File: config.mk
export PLATFORM = sky130hd
export DESIGN_NAME = ecc_dual_port_ram
export DESIGN_NICKNAME = d
export VERILOG_FILES = /design/src/rtl/ecc_dual_port_ram.sv
export SDC_FILE = /design/constraint.sdc
export NUM_CORES = 1
export LEC_CHECK = 0
export CAP_MARGIN = 20
export CORE_MARGIN = 10
export CORE_UTILIZATION = 57
export DETAILED_ROUTE_END_ITERATION = 8
export DONT_BUFFER_PORTS = 1
export PLACE_DENSITY = 0.72
export REMOVE_ABC_BUFFERS = 1
export SETUP_SLACK_MARGIN = 0.05
export SLEW_MARGIN = 20
export SYNTH_ARGS = -nofsm -noshare
export SYNTH_HDL_FRONTEND = slang
export SYNTH_SLANG_ARGS = --single-unit
File: constraint.sdc
create_clock -name clk -period 4.4 [get_ports clk]
set_input_delay 0.44 -clock clk [delete_from_list [all_inputs] [get_ports clk]]
set_output_delay 0.44 -clock clk [all_outputs]
set_load 0.05 [all_outputs]
File: src/rtl/ecc_dual_port_ram.sv
// Simple-dual-port RAM with SECDED Hamming protection.
// Encodes on write, corrects/detects on read, keeps saturating error counters.
module ecc_dual_port_ram #(
    parameter int DATA_WIDTH   = 32,
    parameter int ADDR_WIDTH   = 4,
    parameter int READ_LATENCY = 1,
    parameter int CNT_WIDTH    = 16
) (
    input  logic                  clk,
    input  logic                  hw_rst,
    input  logic                  wr_en,
    input  logic [ADDR_WIDTH-1:0] wr_addr,
    input  logic [DATA_WIDTH-1:0] wr_data,
    input  logic                  inj_single,
    input  logic                  inj_double,
    input  logic                  rd_en,
    input  logic [ADDR_WIDTH-1:0] rd_addr,
    output logic [DATA_WIDTH-1:0] rd_data,
    output logic                  rd_valid,
    output logic                  sec_err,
    output logic                  ded_err,
    output logic [ADDR_WIDTH-1:0] err_addr,
    output logic [CNT_WIDTH-1:0]  sec_count,
    output logic [CNT_WIDTH-1:0]  ded_count,
    input  logic                  clr_counts
);

    function automatic int calc_p(input int dw);
        int p;
        p = 0;
        for (int k = 7; k >= 1; k--)
            if ((1 << k) >= dw + k + 1) p = k;
        return p;
    endfunction

    localparam int P  = calc_p(DATA_WIDTH);
    localparam int N  = DATA_WIDTH + P;
    localparam int CW = N + 1;
    localparam int DEPTH = 2 ** ADDR_WIDTH;

    function automatic logic [CW-1:0] encode(input logic [DATA_WIDTH-1:0] d);
        logic [CW-1:0] c;
        logic          b;
        int            j;
        c = '0;
        j = 0;
        for (int pos = 1; pos <= N; pos++) begin
            if ((pos & (pos - 1)) != 0) begin
                c[pos-1] = d[j];
                j++;
            end
        end
        for (int k = 0; k < P; k++) begin
            b = 1'b0;
            for (int pos = 1; pos <= N; pos++)
                if (((pos >> k) & 1) == 1) b = b ^ c[pos-1];
            c[(1<<k)-1] = b;
        end
        c[CW-1] = ^c[N-1:0];
        return c;
    endfunction

    logic [CW-1:0]         mem [DEPTH];
    logic [CW-1:0]         inj_mask;
    logic [CW-1:0]         wr_cw;
    logic [CW-1:0]         rd_q;
    logic                  v1;
    logic [ADDR_WIDTH-1:0] a1;
    logic [ADDR_WIDTH-1:0] out_addr;

    always_comb begin
        inj_mask = '0;
        if (inj_double)      inj_mask[1:0] = 2'b11;
        else if (inj_single) inj_mask[0]   = 1'b1;
        wr_cw = encode(wr_data) ^ inj_mask;
    end

    // Array is intentionally not reset.
    always_ff @(posedge clk) begin
        if (wr_en) mem[wr_addr] <= wr_cw;
    end

    always_ff @(posedge clk or negedge hw_rst) begin
        if (!hw_rst) begin
            rd_q <= '0;
            v1   <= 1'b0;
            a1   <= '0;
        end else begin
            v1 <= rd_en;
            if (rd_en) begin
                rd_q <= mem[rd_addr];
                a1   <= rd_addr;
            end
        end
    end

    logic [P-1:0]          syn;
    logic                  par;
    logic [CW-1:0]         fixed;
    logic [DATA_WIDTH-1:0] dec_data;
    logic                  dec_sec;
    logic                  dec_ded;

    always_comb begin
        syn = '0;
        for (int pos = 1; pos <= N; pos++)
            if (rd_q[pos-1]) syn = syn ^ P'(pos);
        par     = ^rd_q;
        fixed   = rd_q;
        dec_sec = 1'b0;
        dec_ded = 1'b0;
        if (par) begin
            dec_sec = 1'b1;
            // Syndrome 0 with bad parity: the overall parity bit itself flipped.
            if (syn == '0)
                fixed[CW-1] = ~fixed[CW-1];
            else if (int'(syn) <= N)
                fixed[int'(syn)-1] = ~fixed[int'(syn)-1];
        end else if (syn != '0) begin
            dec_ded = 1'b1;
        end
        dec_data = '0;
        begin
            int j;
            j = 0;
            for (int pos = 1; pos <= N; pos++) begin
                if ((pos & (pos - 1)) != 0) begin
                    dec_data[j] = fixed[pos-1];
                    j++;
                end
            end
        end
    end

    generate
        if (READ_LATENCY == 1) begin : g_lat1
            assign rd_data  = dec_data;
            assign sec_err  = dec_sec;
            assign ded_err  = dec_ded;
            assign rd_valid = v1;
            assign out_addr = a1;
        end else if (READ_LATENCY == 2) begin : g_lat2
            always_ff @(posedge clk or negedge hw_rst) begin
                if (!hw_rst) begin
                    rd_data  <= '0;
                    sec_err  <= 1'b0;
                    ded_err  <= 1'b0;
                    rd_valid <= 1'b0;
                    out_addr <= '0;
                end else begin
                    rd_valid <= v1;
                    if (v1) begin
                        rd_data  <= dec_data;
                        sec_err  <= dec_sec;
                        ded_err  <= dec_ded;
                        out_addr <= a1;
                    end
                end
            end
        end else begin : g_bad
            $error("ecc_dual_port_ram: READ_LATENCY must be 1 or 2");
        end
    endgenerate

    always_ff @(posedge clk or negedge hw_rst) begin
        if (!hw_rst) begin
            sec_count <= '0;
            ded_count <= '0;
            err_addr  <= '0;
        end else begin
            if (clr_counts) begin
                sec_count <= '0;
                ded_count <= '0;
            end else begin
                if (rd_valid && sec_err && sec_count != '1)
                    sec_count <= sec_count + CNT_WIDTH'(1);
                if (rd_valid && ded_err && ded_count != '1)
                    ded_count <= ded_count + CNT_WIDTH'(1);
            end
            if (rd_valid && (sec_err || ded_err))
                err_addr <= out_addr;
        end
    end

endmodule

==> results of run 1 <==
[sequential cells by signal, indices dropped and copies added, names as in the netlist]
name       flops
mem          624
rd_q          39
ded_count     16
sec_count     16
a1             4
err_addr       4
rd_valid       1
[kinds of logic (layout without fill, tap and decap cells)]
kind of cell / after synthesis / in the layout / synth area share
flip-flops: 704 / 704 / 0.705
AO/OA/AOI/OAI: 88 / 88 / 0.0211
adder cells (fa/ha/maj): 7 / 7 / 0.00289
XOR/XNOR: 166 / 166 / 0.0565
multiplexers: 265 / 265 / 0.170
AND/OR/NAND/NOR: 206 / 206 / 0.0334
other: 0 / 3 / 0
buffers and inverters: 88 / 336 / 0.0112
[worst max-delay path: stages (launching register included)]
cell and delay (ns):
dfrtp_1 0.41, xor2_2 0.19, xnor3_2 0.51, xnor2_4 0.19
xnor2_2 0.22, inv_2 0.10, ha_4 0.17, xor3_2 0.32
xnor2_4 0.19, buf_6 0.13, or4_4 0.47, or4_4 0.43
mux2_4 0.41
[repair_timing]
item                                    4_1_cts  5_1_grt
resized for setup                           132       64
endpoints found under the setup margin       32       32
pin swaps                                    36       31
cloned                                        1        0
hold endpoints to repair                    664        0
setup buffers                                25       12
hold buffers                                 39        0
[stage by stage]
stage	std cells	instance area [um2]
floorplan	1460	29200
CTS	2440	34500
global placement	2250	31100
finish	2455	35000
global route	2452	35000
detailed placement	2250	31100
[area by class of cell]
class / count / area [um2] / share of cell area
Antenna cell: 3 / 7.51 / 0.000215
Clock buffer: 97 / 1930 / 0.0551
Clock inverter: 29 / 278 / 0.00794
Inverter: 24 / 97.6 / 0.00279
Multi-Input combinational cell: 732 / 9300 / 0.266
Sequential cell: 704 / 20700 / 0.593
Tap cell: 680 / 851 / 0.0243
Timing Repair Buffer: 186 / 1780 / 0.0510
[layout by cell type (no fill, tap or decap), drive strengths merged, types with 4 or more instances in the layout]
cell type,Yosys,layout
ha,6,6
and2,6,6
edfxtp,624,624
o2bb2ai,6,6
buf,23,150
nor2,66,66
nor4,5,5
dlygate4sd3,0,36
nand3,14,14
nand2b,8,8
mux2i,6,6
nor3,22,22
nand4,9,9
or3,10,10
and3,4,4
xor2,38,38
clkbuf,41,97
dfrtp,80,80
xnor2,115,115
a21oi,8,8
xnor3,11,11
o21ai,29,29
bufinv,0,4
a22oi,15,15
mux4,180,180
nand2,49,49
mux2,79,79
inv,24,26
clkinv,0,22
[worst min-delay path by stage]
stage,end,startpoint,cells after the start
after CTS,rd_q[22],rd_en,1
after detailed placement,sec_count[15],hw_rst,0
final,rd_q[22],rd_en,1
after floorplan,a1[0],hw_rst,0
after global placement,sec_count[15],hw_rst,0
after global routing,rd_q[22],rd_en,1
[metal layers]
metal | part of all wire | GRT usage | wire length (um) | vias to the layer above
met3 | 0.097 | 0.0721 | 7310 | 142
met5 | 0.00017 | 0 | 13 | -
met2 | 0.49 | 0.402 | 36900 | 699
met4 | 0.031 | 0.0839 | 2320 | 2
li1 | - | - | - | 6507
met1 | 0.38 | 0.325 | 28500 | 8153
==> key figures, run 1 <==
Status
  – Status: finished, violations left
  – Violated checks: setup timing

Timing
  – Setup TNS: -9.03 ns
  – Worst Hold Slack: 0.0317 ns
  – F_max: 0.208 GHz
  – Slew HR: 0.261
  – Period utilization: 1.09
  – Fin crit period: 4.80 ns
  – Final hold vios: 0
  – Worst slew pin tran: 1.10 ns
  – Final setup fails: 32
  – Unrepaired setup endpoints after global routing: true
  – Final worst setup slack: -0.396 ns
  – Fin. max-slew vios: 0
  – Final clock skew: 0.0280 ns

Global route
  – Initial antenna violation count: 2
  – First-pass GRT wire length: 110000 um
  – Pin count of the biggest net entering global routing: 158
  – Total GRT Usage: 0.250
  – Vias in the first global route: 16100
  – GRT overflow: 0

Finish
  – Share of layout cells above drive strength 1: 0.355
  – Fill cells: 3197
  – Final core utilization: 0.683
  – Fin nets: 1772
  – Area Overhead vs Synth: 18.9%

Worst setup path
  – Max FO, Critical Path: 4
  – FF-to-FF End: ded_count[15]
  – R2R Path Start: rd_q[35]
  – Crit path launch type: register
  – Crit. End Element: output pin
  – R2R cell count: 11
  – Reg2reg setup slack: 0.73 ns
  – Worst Setup SP: rd_q[28]
  – Worst EP required: 3.96 ns
  – Worst path arrival time: 4.36 ns
  – CP Class: reg -> out
  – Worst setup path end: rd_data[23]

Run
  – Max-Cap Viols: 0

Detailed routing
  – Pre-antenna DRT Iters: 5
  – DR WL/cell: 30.6 um
  – Drt via density: 6.31
  – Routed Antenna Nets: 0
  – Final WL: 75000 um
  – Drc violations: 0
  – Via count: 15500
  – DRT iter0 DRCs: 1422

Floorplan
  – Die height: 247 um
  – Die area: 61100 um2
  – DIE WIDTH: 247 um
  – Starting Density: 0.575
  – Num rows: 83
  – # IOs: 118
  – CORE AREA: 51200 um2

Clock tree
  – Clock-pin slew on the worst setup and hold paths: 0.06 ns
  – Worst skew pair latency: 0.61 ns
  – # clock sinks: 704
  – Clk buf depth: 3
  – H-tree depth: 3
  – Inserted Clock Buffers: 71
  – Root Driver: clkbuf_16
  – CTS tree: yes

Synth
  – Synth unique cells: 59
  – Yosys reg bits: 704
  – Syn_area_per_cell: 19.3 um2
  – Yosys top cell by area: edfxtp_1
  – Ranking of synthesized cells by area: edfxtp_1 (64%), mux4_2 (14%), dfrtp_1 (6.8%)
  – Post-Synthesis Cells: 1524
  – Ys async rst share: 0.114
  – Dominant synthesized flop cell: edfxtp_1
  – Sequential fraction of the synthesis area: 0.705
  – Synth cell count leaders: edfxtp_1 (624), mux4_2 (180), xnor2_1 (113)
  – Top-count cell post-synth: edfxtp_1
  – Share of the synthesized area in the top cell type: 0.637
  – EDFF count, synth: 624
  – Mapped cell area: 29400 um2
  – Syn. warnings: 0

Place
  – Hpwl dp: 41900 um
  – Port Buf Inserts: 0
  – Pre-CTS setup slack: -0.0221 ns
  – Routability Congestion: 0.929

Hold path
  – Worst Hold Class: in -> reg
Power of run 1 is left out: the tool's default activity adds up to more than one toggle a clock period on the data nets, which glitch-free logic cannot reach.
==> run 2, diff against run 1 <==
--- a/config.mk
+++ b/config.mk
@@ -6,8 +6,10 @@
 export NUM_CORES = 1
 export LEC_CHECK = 0
 export CAP_MARGIN = 20
+export CELL_PAD_IN_SITES_DETAIL_PLACEMENT = 0
+export CELL_PAD_IN_SITES_GLOBAL_PLACEMENT = 1
 export CORE_MARGIN = 10
-export CORE_UTILIZATION = 57
+export CORE_UTILIZATION = 50
 export DETAILED_ROUTE_END_ITERATION = 8
 export DONT_BUFFER_PORTS = 1
 export PLACE_DENSITY = 0.72
==> key figures, run 2 (same netlist as run 1, synthesis figures left out) <==
Global route
  – Grt met3 use: 0.0690
  – Total GRT Usage: 0.226
  – Initial antenna violation count: 2
  – GRT overflow: 0
  – Most Crowded Layer GR: met2
  – First-pass GRT wire length: 114000 um
  – Vias in the first global route: 16000
  – GR Util met2: 0.337
  – Pin count of the biggest net entering global routing: 158
  – Met1 usage: 0.321

Worst setup path
  – Worst Setup SP: rd_q[16]
  – Worst path arrival time: 4.38 ns
  – Max FO, Critical Path: 4
  – CP delay by family, top: simple AND/OR/NAND/NOR gates
  – Worst setup path end: rd_data[23]
  – Crit. End Element: output pin
  – Critical-path top delay cell: or4_4
  – CP Buf/Inv Count: 1
  – CP max stage delay: 0.51 ns
  – Crit path launch type: register
  – FF-to-FF End: ded_count[15]
  – R2R Path Start: rd_q[28]
  – Reg2reg setup slack: 0.48 ns
  – CP Depth: 10
  – R2R cell count: 13
  – Most common cell on crit path: or4_4
  – Cell-by-cell trace of the critical path: buf_6 > xnor2_1 > xnor3_1 > xnor3_2 > or3_4 > a2111oi_4 > xnor2_2 > or4_4 > or4_4 > mux2_4
  – Worst EP required: 3.96 ns
  – CP Class: reg -> out

Finish
  – Largest registers: mem: 624 flops, rd_q: 39 flops
  – Number of flip-flops in the largest register: 624
  – Fin area: 35500 um2
  – Area Overhead vs Synth: 20.7%
  – Fill cells: 4087
  – Most frequent cells in the layout: edfxtp_1 (624), mux4_2 (180), buf_4 (141)
  – Share of layout cells above drive strength 1: 0.366
  – Top reg by flops: mem
  – Commonest non-fill, non-tap cell in the layout: edfxtp_1
  – Final core utilization: 0.612
  – Fin nets: 1819

Timing
  – Period utilization: 1.10
  – Slew HR: 0.308
  – Final hold vios: 0
  – Final clock skew: 0.0247 ns
  – Final worst setup slack: -0.423 ns
  – F_max: 0.207 GHz
  – Unrepaired setup endpoints after global routing: true
  – Worst slew pin tran: 1.04 ns
  – Fin. max-slew vios: 0
  – Fin crit period: 4.82 ns
  – Final setup fails: 32

Detailed routing
  – Drc violations: 0
  – Drt via density: 6.06
  – DRT iter0 DRCs: 1587
  – Via count: 15700
  – Final WL: 78100 um
  – DR WL/cell: 30.2 um
  – Pre-antenna DRT Iters: 7
  – Routed Antenna Nets: 0

Place
  – Hpwl dp: 45500 um
  – Area after DPL: 31600 um2
  – Pre-CTS setup slack: -0.365 ns
  – Port Buf Inserts: 0
  – Routability Congestion: 0.960

Run
  – Max-Cap Viols: 0

Clock tree
  – Worst skew pair latency: 0.63 ns
  – Inserted Clock Buffers: 74
  – Root Driver: clkbuf_16
  – H-tree depth: 3
  – CTS tree: yes
  – # clock sinks: 704
  – Clock-pin slew on the worst setup and hold paths: 0.06 ns
  – Clk buf depth: 3

Hold path
  – Worst Hold Class: in -> reg

Floorplan
  – Die area: 69000 um2
  – # IOs: 118
  – Die height: 263 um
  – CORE AREA: 58000 um2
  – DIE WIDTH: 263 um
  – Num rows: 88
  – Starting Density: 0.507

Status
  – Violated checks: setup timing
  – Status: finished, violations left
[run 2: cell count changes in the layout (fill, tap and decap cells not counted), sizes merged]
cell         before  now
clkinvlp          1    2
clkinv           22   24
diode             3    1
clkbuf           97   98
buf             150  192
bufinv            4    6
dlygate4sd3      36   38
[run 2: area by class of cell]
class | count | area, um2 | area share
flip-flops and latches | 704 | 20700 | 0.584
multi-input cells | 732 | 9230 | 0.260
repair buffers | 230 | 2160 | 0.0607
clock buffers | 98 | 2050 | 0.0576
well taps | 765 | 957 | 0.0269
clock inverters | 34 | 315 | 0.00887
inverters | 24 | 90.1 | 0.00254
diodes | 1 | 2.50 | 0.0000704
[run 2: what timing repair did]
action / 4_1_cts / 5_1_grt
gates resized for setup: 148 / 36
endpoints found under the hold margin: 654 / 0
hold buffers: 41 / 0
endpoints found under the setup margin: 32 / 32
buffers inserted: 21 / 13
pin swaps: 44 / 20
[run 2: how the worst min path moves through the flow]
stage | from | to | cells after the start
6_report | rd_en | rd_q[12] | 1
5_1_grt | rd_en | rd_q[12] | 1
4_1_cts | rd_en | rd_q[12] | 1
3_5_place_dp | hw_rst | sec_count[6] | 0
3_3_place_gp | hw_rst | sec_count[14] | 0
2_1_floorplan | hw_rst | a1[0] | 0
[run 2: layer usage]
layer / wire length, um / share of wire
met1: 33800 / 0.43
met2: 35900 / 0.46
met3: 7100 / 0.091
met4: 1320 / 0.017
met5: 13 / 0.00017
[run 2: per-stage QoR]
| stage | std cells | hold slack, ns | TNS, ns |
|---|---|---|---|
| after detailed placement | 2384 | 0.147 | -5.11 |
| after global routing | 2588 | 0.0299 | -12.94 |
| after global placement | 2384 | 0.147 | -2.47 |
| after floorplan | 1460 | 0.144 | -36.57 |
| after CTS | 2576 | 0.0114 | -8.89 |
| final | 2588 | 0.0517 | -8.92 |
Power of run 2 is left out for the same reason.
